### src/rtl/lcd_ctrl.sv
// lcd_ctrl: turns the memory-mapped LCD I/O register into HD44780-style
// character-LCD pin timing. A new command is a change of {SEQ, RS, DATA}
// while ON=1; one command can wait in a pending buffer while another runs.
module lcd_ctrl #(
  parameter int SETUP_CYC     = 4,
  parameter int PULSE_CYC     = 25,
  parameter int HOLD_CYC      = 4,
  parameter int EXEC_CYC      = 2000,
  parameter int LONG_EXEC_CYC = 82000,
  parameter int POWERUP_CYC   = 2000000
) (
  input  logic        i_clk,
  input  logic        i_reset,
  input  logic [31:0] i_lcd,
  output logic        o_lcd_on,
  output logic        o_lcd_blon,
  output logic        o_lcd_rs,
  output logic        o_lcd_rw,
  output logic        o_lcd_en,
  output logic [7:0]  o_lcd_data,
  output logic        o_busy,
  output logic        o_overrun
);

  localparam int DATA_W = 8;
  localparam int KEY_W  = DATA_W + 2;

  function automatic int max_cyc();
    int m;
    m = SETUP_CYC;
    if (PULSE_CYC > m)     m = PULSE_CYC;
    if (HOLD_CYC > m)      m = HOLD_CYC;
    if (EXEC_CYC > m)      m = EXEC_CYC;
    if (LONG_EXEC_CYC > m) m = LONG_EXEC_CYC;
    if (POWERUP_CYC > m)   m = POWERUP_CYC;
    return m;
  endfunction

  localparam int CNT_W = $clog2(max_cyc() + 1);

  // Clear-display (0x01) and return-home (0x02/0x03) need the long wait.
  function automatic logic is_long_cmd(input logic rs, input logic [DATA_W-1:0] data);
    return !rs && (data == 8'h01 || data == 8'h02 || data == 8'h03);
  endfunction

  typedef enum logic [2:0] {
    ST_INIT,
    ST_IDLE,
    ST_SETUP,
    ST_PULSE,
    ST_HOLD,
    ST_WAIT
  } state_t;

  state_t              state;
  logic [CNT_W-1:0]    cnt;
  logic [KEY_W-1:0]    prev_key;
  logic                pend_v;
  logic                pend_rs;
  logic [DATA_W-1:0]   pend_data;

  logic [KEY_W-1:0]    key;
  logic                detect;
  logic                abort;
  logic                consume;
  logic                cnt_last;
  logic                unused_bits;

  assign key      = {i_lcd[12], i_lcd[10], i_lcd[7:0]};
  assign detect   = (key != prev_key) && i_lcd[31];
  // Dropping ON kills the current command everywhere except during power-up.
  assign abort    = !i_lcd[31] && (state != ST_INIT);
  assign consume  = (state == ST_IDLE) && pend_v && !abort;
  assign cnt_last = (cnt <= CNT_W'(1));

  assign unused_bits = ^{i_lcd[29:13], i_lcd[11], i_lcd[9:8]};

  assign o_lcd_rw = 1'b0;
  assign o_busy   = (state != ST_IDLE) || pend_v;

  // Power and backlight pins are plain registered copies of the register bits.
  always_ff @(posedge i_clk) begin
    if (!i_reset) begin
      o_lcd_on   <= 1'b0;
      o_lcd_blon <= 1'b0;
    end else begin
      o_lcd_on   <= i_lcd[31];
      o_lcd_blon <= i_lcd[30];
    end
  end

  // Command detection, pending-valid flag and sticky overrun.
  always_ff @(posedge i_clk) begin
    if (!i_reset) begin
      prev_key  <= '0;
      pend_v    <= 1'b0;
      o_overrun <= 1'b0;
    end else begin
      prev_key <= key;
      if (abort) begin
        pend_v <= 1'b0;
      end else if (detect) begin
        // A detect while the FSM takes the old entry just refills the buffer.
        pend_v <= 1'b1;
        if (pend_v && !consume) begin
          o_overrun <= 1'b1;
        end
      end else if (consume) begin
        pend_v <= 1'b0;
      end
    end
  end

  // Pending command payload; only meaningful while pend_v is set.
  always_ff @(posedge i_clk) begin
    if (detect) begin
      pend_rs   <= i_lcd[10];
      pend_data <= i_lcd[7:0];
    end
  end

  // Sequencer: power-up wait, then setup / enable / hold / execute per command.
  always_ff @(posedge i_clk) begin
    if (!i_reset) begin
      state      <= ST_INIT;
      cnt        <= CNT_W'(POWERUP_CYC);
      o_lcd_en   <= 1'b0;
      o_lcd_rs   <= 1'b0;
      o_lcd_data <= '0;
    end else if (abort) begin
      state    <= ST_IDLE;
      o_lcd_en <= 1'b0;
    end else begin
      case (state)
        ST_INIT: begin
          if (cnt_last) state <= ST_IDLE;
          else          cnt   <= cnt - CNT_W'(1);
        end
        ST_IDLE: begin
          if (pend_v) begin
            state      <= ST_SETUP;
            cnt        <= CNT_W'(SETUP_CYC);
            o_lcd_rs   <= pend_rs;
            o_lcd_data <= pend_data;
          end
        end
        ST_SETUP: begin
          if (cnt_last) begin
            state    <= ST_PULSE;
            cnt      <= CNT_W'(PULSE_CYC);
            o_lcd_en <= 1'b1;
          end else begin
            cnt <= cnt - CNT_W'(1);
          end
        end
        ST_PULSE: begin
          if (cnt_last) begin
            state    <= ST_HOLD;
            cnt      <= CNT_W'(HOLD_CYC);
            o_lcd_en <= 1'b0;
          end else begin
            cnt <= cnt - CNT_W'(1);
          end
        end
        ST_HOLD: begin
          if (cnt_last) begin
            state <= ST_WAIT;
            cnt   <= is_long_cmd(o_lcd_rs, o_lcd_data) ? CNT_W'(LONG_EXEC_CYC)
                                                       : CNT_W'(EXEC_CYC);
          end else begin
            cnt <= cnt - CNT_W'(1);
          end
        end
        ST_WAIT: begin
          if (cnt_last) state <= ST_IDLE;
          else          cnt   <= cnt - CNT_W'(1);
        end
        default: begin
          state    <= ST_IDLE;
          o_lcd_en <= 1'b0;
        end
      endcase
    end
  end

endmodule
### config.mk
export PLATFORM = sky130hd
export DESIGN_NAME = lcd_ctrl
export DESIGN_NICKNAME = d
export VERILOG_FILES = /design/src/rtl/lcd_ctrl.sv
export SDC_FILE = /design/constraint.sdc
export NUM_CORES = 1
export LEC_CHECK = 0
export ABC_AREA = 1
export CORE_MARGIN = 5
export CORE_UTILIZATION = 47
export CTS_BUF_LIST = sky130_fd_sc_hd__clkbuf_2
export DETAILED_ROUTE_END_ITERATION = 8
export PLACE_DENSITY = 0.78
export SLEW_MARGIN = 20
export SYNTH_ARGS = -nofsm -noshare
export SYNTH_HDL_FRONTEND = slang
export SYNTH_SLANG_ARGS = --single-unit
### constraint.sdc
create_clock -name i_clk -period 1.9 [get_ports i_clk]
set_input_delay 0.38 -clock i_clk [delete_from_list [all_inputs] [get_ports i_clk]]
set_output_delay 0.38 -clock i_clk [all_outputs]
set_load 0.01 [all_outputs]
==> flow_summary.ini <==
[status]
status = finished clean

[placed_design]
gp_congestion = 0.910
dp_hpwl_um = 5000
dp_slack_ps = -178
placed_area_um2 = 3410
numPortBuffers = 27

[clock_tree]
clk_latency_ps = 520
cts-htree-levels = 3
numCtsBuffers = 9
cts_sinks = 57
cts_tree = yes
clk_pin_slew_ps = 200
cts_root_buffer = clkbuf_2
clockBufferDepth = 2
cts_hold_buf = 0

[sta]
period_share = 0.964
slew_viol_final = 0
hold_viol = 0
setup_slack_ps = 68.1
final.setup_skew_ps = 28.0
max_freq_ghz = 0.546
setup_viol = 0
period_needed_ps = 1830

[floorplan]
core-area_um2 = 6030
start_util = 0.490
die_h_um = 89.2
dieArea_um2 = 7960
die_w_um = 89.2
fp-row-count = 28
num_io_pins = 49

[critical_path]
regToRegSetupSlack_ps = 120
reg2reg_from = cnt[12]
cp_slowest_cell = clkdlybuf4s50_1
rr_endpoint = cnt[5]
crit_arrival_ps = 1450
crit_buf_inv = 1
criticalPathCategory = register to output port
cp_cell_sequence = clkdlybuf4s50_1
critical-path-top-delay-family = buffers and inverters
slowest_delay_ps = 550
worstPathRequired_ps = 1520
critPathMaxFanout = 2
startpoint_type = register
reg2regPathDepth = 11
worst_setup_path_end_kind = output port

[global_route]
antenna_found_initial = 0
grt_max_degree = 25
grtUsageTotal = 0.190
grt_pass1_wl_um = 11600
grt-ovfl-total = 0
grt_pass1_vias = 2505

[yosys]
synthesis.nets = 448
yosysWarnings = 0
synth_area_per_cell_um2 = 7.16
synthCells = 412
seq_area_frac_synth = 0.417
synth_top_area_frac = 0.326
synth_area_leader_cell = dfxtp_1
ys_ff_latch = 57
netlist_area_um2 = 2950
synth_area_leaders = dfxtp_1 33%, nand2_1 12%, edfxtp_1 9.2%
yosysUniqueCellTypes = 37

[finish]
final_layout_size_suffix_gt1_frac = 0.170
n_antenna_cell = 0
fin_area_um2 = 3590
final_util = 0.595
fill_cells = 541
nNetsFinal = 502
area_growth_syn_to_layout_pct = 21.5

[detailed_routing]
vias_per_cell = 4.93
routed_wl_um = 6880
wl_per_cell_um = 12.6
vias = 2690
drt-pass1-iter-count = 4
drc = 0
drt-initial-drc-count = 229
ant_nets = 0

[hold_path]
min_to = o_lcd_blon
hold_path_class = input port to register
hold_path_depth = 3
min_from = i_lcd[30]

[power_and_ir_drop]
powerDensity_nw_per_um2 = 1420
p_leak_uw = 0.00165
power_uw = 5100
ir_worst_vdd_v = 0.000885

[run]
maxCapViolations = 0
[registers in the layout, indices dropped and copies added (netlist names), 3 cells and up]
name and count:
pend_data 8, prev_key 10, o_lcd_data 8, cnt 21, state 3
[how the worst max path moves through the flow]
stage | startpoint | end | slack (ps) | depth (start not counted)
finish | o_lcd_rs | o_lcd_rs | 70 | 1
global route | cnt[0] | cnt[18] | -50 | 9
CTS | o_lcd_data[0] | o_lcd_data[0] | 40 | 1
detailed placement | i_lcd[31] | o_lcd_rs | -180 | 6
global placement | i_lcd[31] | o_lcd_rs | -110 | 6
floorplan | state[0] | cnt[12] | 320 | 13
[power by group]
| part | switching, µW | internal (µW) |
|---|---|---|
| Combinational | 1660 | 1010 |
| Sequential | 240 | 1480 |
| Clock | 530 | 180 |
| Total | 2430 | 2670 |
[through the flow]
step	setup TNS, ps	hold WS (ps)	cells
finish	0	353	546
global route	-103	308	546
CTS	0	337	543
detailed placement	-2430	459	524
global placement	-1300	456	524
floorplan	0	447	412
[area by class of cell]
class | instances | area [µm²] | area share
Clock buffer | 9 | 45.0 | 0.0126
Clock inverter | 7 | 53.8 | 0.0150
Inverter | 57 | 216 | 0.0604
Multi-Input combinational cell | 292 | 1490 | 0.415
Sequential cell | 57 | 1240 | 0.346
Tap cell | 75 | 93.8 | 0.0262
Timing Repair Buffer | 49 | 445 | 0.124
[placed cells by master (no fill, tap or decap), types with 3 or more instances in the layout]
cell type | Yosys | final
buf_4 | 2 | 21
nor2_1 | 68 | 66
clkbuf_2 | 0 | 9
nor3_1 | 3 | 3
nor2_4 | 5 | 6
clkdlybuf4s50_1 | 0 | 25
o21ai_1 | 6 | 7
nand2_2 | 1 | 3
nand3_1 | 27 | 27
inv_1 | 49 | 49
edfxtp_1 | 9 | 9
dfxtp_1 | 48 | 39
o21ai_0 | 15 | 14
nor2_2 | 5 | 6
xnor2_1 | 9 | 9
nand2_4 | 4 | 4
nand2_1 | 95 | 94
a21oi_1 | 25 | 25
dfxtp_2 | 0 | 9
xor2_1 | 11 | 11
inv_2 | 6 | 6
[cell families after synthesis]
| kind of cell | share of synthesized area |
|---|---|
| AO/OA/AOI/OAI | 0.0895 |
| XOR/XNOR | 0.0649 |
| adder cells (fa/ha/maj) | 0.00848 |
| buffers and inverters | 0.0891 |
| flip-flops | 0.417 |
| other | 0.00127 |
| AND/OR/NAND/NOR | 0.330 |
[synth_stat cells, drive strengths merged]
library cell  count
clkbuf            3
xnor2             9
nand2           100
nor3              4
dfxtp            48
a21oi            25
or2               1
ha                2
conb              1
nor2             78
o21ai            22
a31oi             2
nand3b            2
nand4             1
nor3b             1
inv              56
xor2             12
clkinv            1
nand3            29
o22ai             1
nor4              1
edfxtp            9
buf               4
[layer usage]
layer / global-route usage / wire length, µm / vias up
li1: - / - / 1402
met1: 0.238 / 3120 / 1213
met2: 0.315 / 3280 / 61
met3: 0.0488 / 326 / 14
met4: 0.0690 / 150 / 0
met5: 0 / 0 / -
[repair_timing]
action / in CTS / in global routing
setup endpoints to repair: 1 / 30
resized for setup: 9 / 12
gates cloned: 0 / 1
hold endpoints to repair: 0 / 0
buffers inserted: 3 / 2
pin swaps: 2 / 4
[tightest hold or removal path, delay by kind of cell]
kind	cells	cell delay (ps)
buffers and inverters	2	430
AND/OR/NAND/NOR	1	60
Power figures use the tool's default switching activity.
